===== src/rtl/matrix_host_seq.sv =====
// matrix_host_seq: bus master on the M0 port of the matrix-multiply subsystem.
// For each job it streams A and B operands into the S1/S2 RAMs and writes the
// controller start register. It then waits for m_interrupt, reads the S3
// result RAM back as an output stream, and clears the interrupt.
module matrix_host_seq #(
   parameter int unsigned N_A        = 16,
   parameter int unsigned N_B        = 16,
   parameter int unsigned N_R        = 16,
   parameter logic [7:0]  A_BASE     = 8'h10,
   parameter logic [7:0]  B_BASE     = 8'h20,
   parameter logic [7:0]  R_BASE     = 8'h40,
   parameter logic [7:0]  START_ADDR = 8'h00,
   parameter logic [7:0]  CLR_ADDR   = 8'h01,
   parameter int unsigned TIMEOUT    = 1024
) (
   input  logic        clk,
   input  logic        reset,
   input  logic        go,
   input  logic        in_valid,
   input  logic [31:0] in_data,
   output logic        in_ready,
   output logic        out_valid,
   output logic [31:0] out_data,
   output logic        busy,
   output logic        done,
   output logic        err,
   output logic        M0_req,
   output logic        M0_wr,
   output logic [7:0]  M0_address,
   output logic [31:0] M0_dout,
   input  logic        M0_grant,
   input  logic [31:0] M_din,
   input  logic        m_interrupt
);

   localparam int unsigned TW     = $clog2(TIMEOUT + 1);
   localparam logic [TW-1:0] T_LAST = TW'(TIMEOUT - 1);
   localparam logic [4:0]  LAST_A = 5'(N_A - 1);
   localparam logic [4:0]  LAST_B = 5'(N_B - 1);
   localparam logic [4:0]  LAST_R = 5'(N_R - 1);

   typedef enum logic [2:0] {
      S_IDLE,
      S_LOAD_A,
      S_LOAD_B,
      S_START,
      S_WAIT_INT,
      S_READ_R,
      S_CLEAR
   } state_t;

   state_t        state;
   logic [4:0]    idx;
   logic [TW-1:0] timer;
   logic          rd_pend;
   logic          xfer;

   assign busy = (state != S_IDLE);
   assign xfer = M0_req && M0_grant;

   // Bus request, address, write data and operand handshake decoded from the state.
   // These are combinational so that M0_req tracks in_valid and drops with reset.
   always_comb begin
      M0_req     = 1'b0;
      M0_wr      = 1'b0;
      M0_address = '0;
      M0_dout    = '0;
      in_ready   = 1'b0;
      case (state)
         S_LOAD_A: begin
            M0_req     = in_valid;
            M0_wr      = 1'b1;
            M0_address = A_BASE + {3'b000, idx};
            M0_dout    = in_data;
            in_ready   = in_valid && M0_grant;
         end
         S_LOAD_B: begin
            M0_req     = in_valid;
            M0_wr      = 1'b1;
            M0_address = B_BASE + {3'b000, idx};
            M0_dout    = in_data;
            in_ready   = in_valid && M0_grant;
         end
         S_START: begin
            M0_req     = 1'b1;
            M0_wr      = 1'b1;
            M0_address = START_ADDR;
            M0_dout    = 32'h1;
         end
         S_READ_R: begin
            M0_req     = 1'b1;
            M0_address = R_BASE + {3'b000, idx};
         end
         S_CLEAR: begin
            M0_req     = 1'b1;
            M0_wr      = 1'b1;
            M0_address = CLR_ADDR;
            M0_dout    = 32'h1;
         end
         default: ;
      endcase
   end

   // Job sequencing, wait timer, read-return pipeline and registered status pulses.
   always_ff @(posedge clk or posedge reset) begin
      if (reset) begin
         state     <= S_IDLE;
         idx       <= '0;
         timer     <= '0;
         rd_pend   <= 1'b0;
         out_valid <= 1'b0;
         out_data  <= '0;
         done      <= 1'b0;
         err       <= 1'b0;
      end else begin
         done    <= 1'b0;
         rd_pend <= 1'b0;
         // M_din is valid in the cycle after a granted read; capture it at its end.
         out_valid <= rd_pend;
         if (rd_pend) begin
            out_data <= M_din;
         end
         case (state)
            S_IDLE: begin
               if (go) begin
                  err   <= 1'b0;
                  idx   <= '0;
                  state <= S_LOAD_A;
               end
            end
            S_LOAD_A: begin
               if (xfer) begin
                  if (idx == LAST_A) begin
                     idx   <= '0;
                     state <= S_LOAD_B;
                  end else begin
                     idx <= idx + 5'd1;
                  end
               end
            end
            S_LOAD_B: begin
               if (xfer) begin
                  if (idx == LAST_B) begin
                     idx   <= '0;
                     state <= S_START;
                  end else begin
                     idx <= idx + 5'd1;
                  end
               end
            end
            S_START: begin
               if (M0_grant) begin
                  timer <= '0;
                  state <= S_WAIT_INT;
               end
            end
            S_WAIT_INT: begin
               // The interrupt takes priority over a timeout reached in the same cycle.
               if (m_interrupt) begin
                  idx   <= '0;
                  state <= S_READ_R;
               end else if (timer == T_LAST) begin
                  err   <= 1'b1;
                  state <= S_IDLE;
               end else begin
                  timer <= timer + 1'b1;
               end
            end
            S_READ_R: begin
               if (xfer) begin
                  rd_pend <= 1'b1;
                  if (idx == LAST_R) begin
                     idx   <= '0;
                     state <= S_CLEAR;
                  end else begin
                     idx <= idx + 5'd1;
                  end
               end
            end
            S_CLEAR: begin
               if (M0_grant) begin
                  done  <= 1'b1;
                  state <= S_IDLE;
               end
            end
            default: state <= S_IDLE;
         endcase
      end
   end

endmodule


===== config.mk =====
export PLATFORM = sky130hd
export DESIGN_NAME = matrix_host_seq
export DESIGN_NICKNAME = d
export VERILOG_FILES = /design/src/rtl/matrix_host_seq.sv
export SDC_FILE = /design/constraint.sdc
export NUM_CORES = 1
export LEC_CHECK = 0
export ABC_AREA = 0
export CAP_MARGIN = 10
export CELL_PAD_IN_SITES_DETAIL_PLACEMENT = 0
export CELL_PAD_IN_SITES_GLOBAL_PLACEMENT = 1
export CORE_ASPECT_RATIO = 0.7
export CORE_MARGIN = 2
export CORE_UTILIZATION = 32
export CTS_BUF_LIST = sky130_fd_sc_hd__clkbuf_8
export DETAILED_ROUTE_END_ITERATION = 8
export PLACE_DENSITY = 0.95
export REMOVE_ABC_BUFFERS = 1
export SYNTH_ARGS = -nofsm -noshare
export SYNTH_HDL_FRONTEND = slang
export SYNTH_SLANG_ARGS = --single-unit

===== constraint.sdc =====
create_clock -name clk -period 3.5 [get_ports clk]
set_input_delay 0.7 -clock clk [delete_from_list [all_inputs] [get_ports clk]]
set_output_delay 0.7 -clock clk [all_outputs]
set_load 0.01 [all_outputs]

==> results of run 1 <==
[worst max path at each step]
stage	startpoint	to	slack, ps	cells after the start
3_5_place_dp	in_valid	M0_req	700	5
5_1_grt	state[1]	M0_dout[2]	200	6
3_3_place_gp	in_valid	M0_req	700	5
6_report	state[1]	M0_dout[2]	390	6
2_1_floorplan	state[1]	in_ready	900	4
4_1_cts	state[1]	M0_dout[2]	380	6
[layer usage]
metal | wire, um | vias up | track usage (%)
met5 | 0 | - | 0
met4 | 35 | 0 | 3.57
met3 | 834 | 2 | 5.26
met2 | 3590 | 128 | 27.2
met1 | 3680 | 1215 | 20.9
li1 | - | 1236 | -
[flip-flops by register name, summed over array words and instances, names as in the netlist]
signal,count
done,1
err,1
idx,5
out_data,32
out_valid,1
rd_pend,1
state,3
timer,11
[placed cells by master (no fill, tap or decap), drive strengths merged, types with 2 or more instances in the layout]
master and count:
clkdlybuf4s50 147, dfrtp 55, mux2 33, and2 33
nand2 16, o21ai 14, nor2 13, a21oi 11
nand3 10, o31ai 8, inv 7, buf 6
nor2b 5, clkbuf 5, or3 5, nand4 3
o22a 3, nor3 3, or4 3, nor4 3
nand2b 2, a31oi 2, nand4b 2, o21a 2
ha 2, or2 2
[cell families (layout without fill, tap and decap cells)]
kind of cell	after synthesis	count (layout)	synth area share (%)
AND/OR/NAND/NOR	104	104	20.8
flip-flops	55	55	49.1
AO/OA/AOI/OAI	50	50	11.7
multiplexers	34	34	13.6
buffers and inverters	22	167	3.48
adder cells (fa/ha/maj)	2	2	0.892
other	1	1	0.134
XOR/XNOR	1	1	0.312
[stage by stage]
stage	instance area [um^2]	total power, W	instances	setup slack [ps]	util, %
5_1_grt	4500	0.00278	534	201	53.1
3_5_place_dp	4390	0.00227	524	701	51.7
4_1_cts	4470	0.00260	532	378	52.7
2_1_floorplan	2730	0.00161	253	900	-
6_report	4500	0.00260	534	388	53.1
3_3_place_gp	4390	0.00222	524	698	51.7
[layout make-up]
class	instances	area (um^2)
fillers	778	3980
repair buffers	153	1530
flip-flops and latches	55	1380
multi-input cells	192	1340
well taps	120	150
clock buffers	5	68.8
inverters	6	22.5
clock inverters	3	16.3
[worst reg2reg max path: stages, from the launching register on]
cell and delay (ps):
dfrtp_1 610, buf_4 280, nor4b_1 320, o31ai_1 190
buf_2 210, or4_1 480, a21oi_1 150
[where the power goes]
| part | switching [W] | total [W] | internal, W |
|---|---|---|---|
| Clock | 0.000197 | 0.000335 | 0.000138 |
| Sequential | 0.000188 | 0.00106 | 0.000877 |
| Combinational | 0.000464 | 0.00120 | 0.000734 |
| Total | 0.000849 | 0.00260 | 0.00175 |
==> key figures, run 1 <==
Critical path
  • Cell depth of the worst flop-to-flop path: 6
  • Crit Path Category: reg -> out
  • FF-to-FF Start: state[2]
  • CP Max Fanout: 33
  • Worst Path Arrival: around 2400 ps
  • CP top delay family: buffers and inverters
  • CP Capture Type: primary output
  • Worst path cell trace: inv_1 > nand2_1 > a21oi_2 > buf_4 > and2_1 > clkdlybuf4s50_1
  • Worst EP required: around 2800 ps
  • Slowest stage cell, crit path: dfrtp_1
  • Worst setup SP type: flip-flop
  • R2R Setup Slk: 1200 ps
  • Max incr delay on CP: between 500 and 600 ps
  • CP bufs+invs: 3
  • FF-to-FF End: timer[5]

Global route
  • Vias in the first global route: around 2400
  • Grt total ovfl: 0
  • Largest net degree at the start of global routing: 34
  • First-pass GRT wire length: 12100 um
  • Initial antenna violation count: 0
  • All-Layer GR Usage: between 10% and 20%

Routing
  • Initial drt markers: between 100 and 150
  • Final wirelength: 8140 um
  • Routed vias/inst: just under 5
  • Wire length per cell: 15.2 um
  • DR pass1 iterations: 4
  • DRT antenna net count: 0
  • Vias: about 2600
  • Residual DRC count: 0

Yosys
  • Synthesized instance count: about 270
  • Mapped cell area: around 2800 um^2
  • Post-synth cell types: 46
  • Cell taking the most area after synthesis: dfrtp_1
  • Cell with the most instances after synthesis: dfrtp_1
  • Flops & latches, synth: 55
  • Ys async rst share: between 90% and 100%
  • Top cells by area, synth: dfrtp_1, mux2_2, and2_1, o21ai_0, nand2_1
  • Sequential-to-total area share from yosys stat: 49.1%
  • YS warnings: 0
  • Post-synth top area share: between 40% and 50%
  • Number of synthesized flops with an enable pin: 0
  • Primary FF master, synth: dfrtp_1
  • Synth top cells by count: dfrtp_1, and2_1, mux2_2
  • Synth Area per Inst: around 10 um^2

Place
  • DPL Wire Length: around 6200 um
  • Routability cong.: 0.839
  • Port Buf Inserts: around 150

Power
  • Leak: about 1.8 nW
  • PwrDens: 577 nW/um^2
  • VDD IR max: about 190 uV

Finish
  • Fraction of final layout cells with drive strength greater than 1: approximately an eighth
  • Area growth syn-to-layout: 60.5%
  • Nets: slightly below 500
  • Antenna diodes: 0

Status
  • Status: completed

Clock network
  • Root Buffer: clkbuf_8
  • Setup bufs post-CTS: 0
  • # resized after CTS: 0
  • Clock network latency to the later pin of the worst-skew pair: 300 ps
  • CTS buffer count: 5
  • Clk slew on worst S/H paths: around 90 ps
  • CTS tree: yes
  • Clk sinks: 55
  • # hold bufs at CTS: 0
  • Clk buf depth: 2
  • Htree depth: 2

Timing
  • TNS Setup: 0 ps
  • Hold WS: between 500 and 600 ps
  • Hold Fails Final Rpt: 0
  • Final Critical Period: between 3000 and 4000 ps
  • Final setup fails: 0
  • Tcrit/Tclk final: between 80% and 90%
  • Worst Max-Slew Pin Slew: 652 ps
  • Relative slew slack: 56.2%
  • RSZ-0062 raised after global routing: false
  • Slew Limit Fails: 0
  • FMAX: approximately 320 MHz
  • Clock skew: around 6.6 ps

Die
  • Die area: about 9500 um^2
  • Horiz. Die Dim: 116 um
  • Core Area: 8480 um^2
  • Initial core utilization: between 30% and 40%
  • Boundary Pins: ~150
  • Die height: between 80 and 90 um
  • FP Rows: 28

Worst hold path
  • Hold WC Path Type: reg -> reg
  • Hold Startpoint: out_data[4]
  • Hold Path End: out_data[4]
  • Hold path depth: 1

Run
  • MaxCap Viol Count: 0
No activity file was read; power rests on OpenSTA's default activity.
==> run 2: changes to the inputs <==
--- a/config.mk
+++ b/config.mk
@@ -11,11 +11,13 @@
 export CELL_PAD_IN_SITES_GLOBAL_PLACEMENT = 1
 export CORE_ASPECT_RATIO = 0.7
 export CORE_MARGIN = 2
-export CORE_UTILIZATION = 32
+export CORE_UTILIZATION = 50
 export CTS_BUF_LIST = sky130_fd_sc_hd__clkbuf_8
 export DETAILED_ROUTE_END_ITERATION = 8
-export PLACE_DENSITY = 0.95
+export DONT_BUFFER_PORTS = 1
+export PLACE_DENSITY = 0.94
 export REMOVE_ABC_BUFFERS = 1
+export SKIP_CTS_REPAIR_TIMING = 1
 export SYNTH_ARGS = -nofsm -noshare
 export SYNTH_HDL_FRONTEND = slang
 export SYNTH_SLANG_ARGS = --single-unit
==> key figures, run 2 (same netlist as run 1, synthesis figures left out) <==
Status
  • Status: completed

Die
  • Die height: 66.7 um (-19%)
  • Horiz. Die Dim: 93.5 um (-19%)
  • Die area: 6230 um^2 (-35%)
  • Boundary Pins: 149 (unchanged)
  • FP Rows: 22 (-21%)
  • Initial core utilization: 52.8% (+20 points)
  • Core Area: 5310 um^2 (-37%)

Global route
  • First-pass GRT wire length: 9580 um (-21%)
  • Vias in the first global route: 1890 (-23%)
  • All-Layer GR Usage: 19.6% (+3.3 points)
  • Largest net degree at the start of global routing: 34 (unchanged)
  • Grt total ovfl: 0 (unchanged)
  • Initial antenna violation count: 0 (unchanged)

Power
  • VDD IR max: 562 uV (+190%)
  • PwrDens: 741 nW/um^2 (+28%)
  • Leak: 1.24 nW (-31%)
  • Tot Pwr: 0.00220 W (-15%)

Routing
  • DR pass1 iterations: 4 (unchanged)
  • Vias: 1973 (-24%)
  • Wire length per cell: 18.3 um (+20%)
  • Final wirelength: 6160 um (-24%)
  • Initial drt markers: 125 (+3.3%)
  • DRT antenna net count: 0 (unchanged)
  • Residual DRC count: 0 (unchanged)
  • Routed vias/inst: 5.85 (+21%)

Finish
  • Nets: 336 (-31%)
  • Antenna diodes: 0 (unchanged)
  • Fraction of final layout cells with drive strength greater than 1: 18.9% (+6.3 points)
  • Fillcell total: 455 (-42%)
  • Regs by FF count: out_data (32), timer (11), idx (5)
  • Most frequent cells in the layout: dfrtp_1, mux2_2, and2_1
  • Area growth syn-to-layout: 5.84%
  • Max reg flops: 32 (unchanged)
  • Commonest non-fill, non-tap cell in the layout: dfrtp_1
  • Biggest register: out_data

Critical path
  • Worst setup SP type: flip-flop
  • CP Capture Type: primary output
  • Crit Path Category: reg -> out
  • Worst EP required: 2800 ps (about the same)
  • CP startpoint: state[1]
  • Worst Path Arrival: 2100 ps (-310 ps)
  • FF-to-FF Start: timer[0]
  • CP Max Fanout: 17 (-48%)

Place
  • Routability cong.: 0.826 (-1.6%)
  • Port Buf Inserts: 0 (-100%)
  • DPL Wire Length: 4640 um (-25%)
  • Place WS: 1070 ps (+369 ps)

Clock network
  • CTS buffer count: 5 (unchanged)
  • Clock network latency to the later pin of the worst-skew pair: 310 ps (about the same)
  • Clk slew on worst S/H paths: 100 ps (about the same)
  • Clk buf depth: 2 (unchanged)
  • CTS tree: yes
  • Clk sinks: 55 (unchanged)
  • Root Buffer: clkbuf_8
  • Htree depth: 2 (unchanged)

Timing
  • Worst Max-Slew Pin Slew: 1130 ps (+478 ps)
  • Hold Fails Final Rpt: 0 (unchanged)
  • RSZ-0062 raised after global routing: false
  • Relative slew slack: 24.0% (-32 points)
  • Tcrit/Tclk final: 79.9% (-9.0 points)
  • Final Critical Period: 2800 ps (-314 ps)
  • TNS Setup: 0 ps (unchanged)
  • Hold WS: 343 ps (-168 ps)
  • Slew Limit Fails: 0 (unchanged)
  • Final WS setup: 703 ps (+314 ps)
  • Clock skew: 5.51 ps (-1.06 ps)
  • FMAX: 358 MHz (+11%)
  • Final setup fails: 0 (unchanged)

Worst hold path
  • Hold WC Path Type: in -> async

Run
  • MaxCap Viol Count: 0 (unchanged)
[run 2: per-stage QoR]
| step | cell area [um^2] | cells | utilization, % |
|---|---|---|---|
| after global placement | 2850 | 329 | 53.7 |
| after floorplan | 2730 | 253 | - |
| after CTS | 2970 | 337 | 55.9 |
| after global routing | 2970 | 337 | 55.9 |
| final | 2970 | 337 | 55.9 |
| after detailed placement | 2850 | 329 | 53.7 |
[run 2: final cells by class]
type                            instances  area [um^2]  area share, %
Clock buffer                            5         68.8           2.32
Sequential cell                        55         1380           46.4
Inverter                                6         22.5          0.759
Clock inverter                          3         50.0           1.69
Timing Repair Buffer                    4         30.0           1.01
Multi-Input combinational cell        192         1330           44.8
Tap cell                               72         90.1           3.03
[run 2: final timing paths]
check                           endpoint  slack [ps]  cells past startpoint
setup / recovery           M0_address[1]         700                      3
hold / removal              out_data[15]         340                      1
setup reg to reg                timer[1]        1220                      5
hold reg to reg                timer[10]         510                      1
max in group asynchronous   out_data[25]        2400                      2
min in group clk               timer[10]         510                      1
[run 2: worst max-delay path: stages (launching register included)]
cell	delay (ps)
dfrtp_1	640
nor3b_1	610
nor2_1	250
nor2b_1	290
[run 2: power by group]
part | internal (W) | switching (W) | total, W
registers | 0.000878 | 0.000302 | 0.00118
logic | 0.000299 | 0.000280 | 0.000579
clock network | 0.000221 | 0.000219 | 0.000440
[run 2: layer usage]
metal / vias to the layer above / routed length [um] / GRT usage (%)
met5: - / 0 / 0
li1: 942 / - / -
met1: 949 / 2830 / 29.0
met2: 77 / 2680 / 27.6
met4: 0 / 29 / 2.76
met3: 5 / 620 / 8.03
==> run 3: changes to the inputs <==
--- a/config.mk
+++ b/config.mk
@@ -11,11 +11,11 @@
 export CELL_PAD_IN_SITES_GLOBAL_PLACEMENT = 1
 export CORE_ASPECT_RATIO = 0.7
 export CORE_MARGIN = 2
-export CORE_UTILIZATION = 50
+export CORE_UTILIZATION = 43
 export CTS_BUF_LIST = sky130_fd_sc_hd__clkbuf_8
 export DETAILED_ROUTE_END_ITERATION = 8
 export DONT_BUFFER_PORTS = 1
-export PLACE_DENSITY = 0.94
+export PLACE_DENSITY = 0.87
 export REMOVE_ABC_BUFFERS = 1
 export SKIP_CTS_REPAIR_TIMING = 1
 export SYNTH_ARGS = -nofsm -noshare
==> constraint.sdc (replaced) <==
create_clock -name clk -period 2.45 [get_ports clk]
set_input_delay 0.49 -clock clk [delete_from_list [all_inputs] [get_ports clk]]
set_output_delay 0.49 -clock clk [all_outputs]
set_load 0.01 [all_outputs]
==> key figures, run 3 (same netlist as run 1, synthesis figures left out) <==
Die
  • Boundary Pins: 149 (unchanged)
  • Core Area: 6280 um^2 (+18%)
  • Initial core utilization: 44.7% (-8.1 points)
  • FP Rows: 24 (+9.1%)
  • Die area: 7200 um^2 (+15%)
  • Die height: 71.6 um (+7.4%)
  • Horiz. Die Dim: 101 um (+7.5%)

Timing
  • TNS Setup: 0 ps (unchanged)
  • Clock skew: 8.09 ps (+2.58 ps)
  • Hold Fails Final Rpt: 0 (unchanged)
  • Final setup fails: 0 (unchanged)
  • Worst Max-Slew Pin Slew: 781 ps (-349 ps)
  • Tcrit/Tclk final: a little over nine tenths
  • Final Critical Period: approximately 2300 ps
  • Relative slew slack: 47.6% (+24 points)
  • Slew Limit Fails: 0 (unchanged)
  • Final WS setup: 122 ps (-581 ps)
  • FMAX: ~430 MHz
  • Hold WS: 102 ps (-241 ps)

Critical path
  • CP Max Fanout: 19 (+2)
  • Worst setup SP type: flip-flop
  • Crit Path Category: reg -> out
  • CP startpoint: state[0]
  • Worst Path Arrival: 1840 ps (-260 ps)
  • CP Capture Type: primary output
  • FF-to-FF Start: state[2]
  • Worst EP required: 1960 ps (-840 ps)

Finish
  • Max reg flops: 32 (unchanged)
  • Fraction of final layout cells with drive strength greater than 1: 21.9% (+3.1 points)
  • Antenna diodes: 0 (unchanged)
  • Commonest non-fill, non-tap cell in the layout: dfrtp_1
  • Most frequent cells in the layout: dfrtp_1, mux2_2, and2_1
  • Regs by FF count: out_data (32), timer (11), idx (5)
  • Biggest register: out_data
  • Nets: 340 (+1.2%)
  • Sequential standard cell area: 1380 um^2 (+0.18%)
  • Area growth syn-to-layout: 8.03%
  • Area of the multi-input gates: 1340 um^2 (+0.66%)
  • Fillcell total: 559 (+23%)
  • Final core occ: 48.3% (-7.6 points)

Routing
  • Residual DRC count: 0 (unchanged)
  • Routed vias/inst: 5.83 (-0.37%)
  • Wire length on met1: 2730 um (-3.8%)
  • Metal3 WL: 689 um (+11%)
  • Wire length per cell: 17.9 um (-1.9%)
  • Highest metal used: met4
  • DR pass1 iterations: 4 (unchanged)
  • Vias: 2024 (+2.6%)
  • Final wirelength: 6230 um (+1.0%)
  • DRT antenna net count: 0 (unchanged)
  • Initial drt markers: 83 (-34%)
  • DR WL met2: 2760 um (+3.1%)

Clock network
  • CTS tree: yes
  • CTS buffer count: 5 (unchanged)
  • Clock network latency to the later pin of the worst-skew pair: 310 ps (about the same)
  • Clk slew on worst S/H paths: 110 ps (about the same)
  • Htree depth: 2 (unchanged)
  • Root Buffer: clkbuf_8
  • Clk sinks: 55 (unchanged)
  • Clk buf depth: 2 (unchanged)

Global route
  • Initial antenna violation count: 0 (unchanged)
  • Vias in the first global route: 1879 (-0.58%)
  • Grt total ovfl: 0 (unchanged)
  • First-pass GRT wire length: 9520 um (-0.65%)
  • Largest net degree at the start of global routing: 34 (unchanged)
  • All-Layer GR Usage: 16.7% (-2.9 points)

Power
  • Leak: 1.26 nW (+1.8%)
  • VDD IR max: 661 uV (+18%)
  • PwrDens: 1050 nW/um^2 (+42%)
  • Tot Pwr: 0.00318 W (+45%)

Place
  • Port Buf Inserts: 0 (unchanged)
  • Routability cong.: 0.849 (+2.8%)
  • DPL Wire Length: 4510 um (-2.8%)
  • Place WS: 171 ps (-899 ps)

Worst hold path
  • Hold WC Path Type: in -> async

Status
  • Status: completed

Run
  • MaxCap Viol Count: 0 (unchanged)
## run 3: changes by cell type in the layout (fill, tap and decap cells not counted)
cell     previous run  this run
o31ai_2             0         1
buf_4               4         7
dfrtp_2             0         2
buf_12              0         1
dfrtp_1            55        53
inv_2               1         2
a21oi_2             0         1
o31ai_1             8         7
inv_1               5         4
a21oi_1            11        10
## run 3: metal layers
| layer | GRT usage [%] | up-vias |
|---|---|---|
| li1 | - | 946 |
| met1 | 23.3 | 950 |
| met2 | 24.5 | 123 |
| met3 | 6.63 | 5 |
| met4 | 4.26 | 0 |
| met5 | 0 | - |
## run 3: final timing paths
kind                                end  cells after the start  slack (ps)
max                            in_ready                      5         120
min                            timer[7]                      1         100
max reg2reg                      idx[3]                      5         310
min reg2reg                    timer[9]                      1         520
max in group asynchronous  out_data[19]                      2        1800
min in group clk            out_data[1]                      1         320
## run 3: final cells by class
type                       instances  area share, %
tap                               78           3.22
inverter                           6          0.743
multi-input combinational        192           44.2
clock buffer                       5           2.27
clock inverter                     3           1.65
sequential                        55           45.5
timing repair buffer               8           2.39
## run 3: where the power goes
part	switching, W	internal, W
sequential	0.000440	0.00126
clock	0.000323	0.000316
combinational	0.000403	0.000440
## run 3: through the flow
step,cell area (um^2),cells
after floorplan,2730,253
after global placement,2900,339
after detailed placement,2900,339
after CTS,3020,347
after global routing,3030,347
final,3030,347
## run 3: worst max-delay path: stages (launching register included)
cell and delay, ps:
dfrtp_2 540, inv_1 180, nand2_1 130, a21oi_2 210, buf_4 210, nor2b_1 250
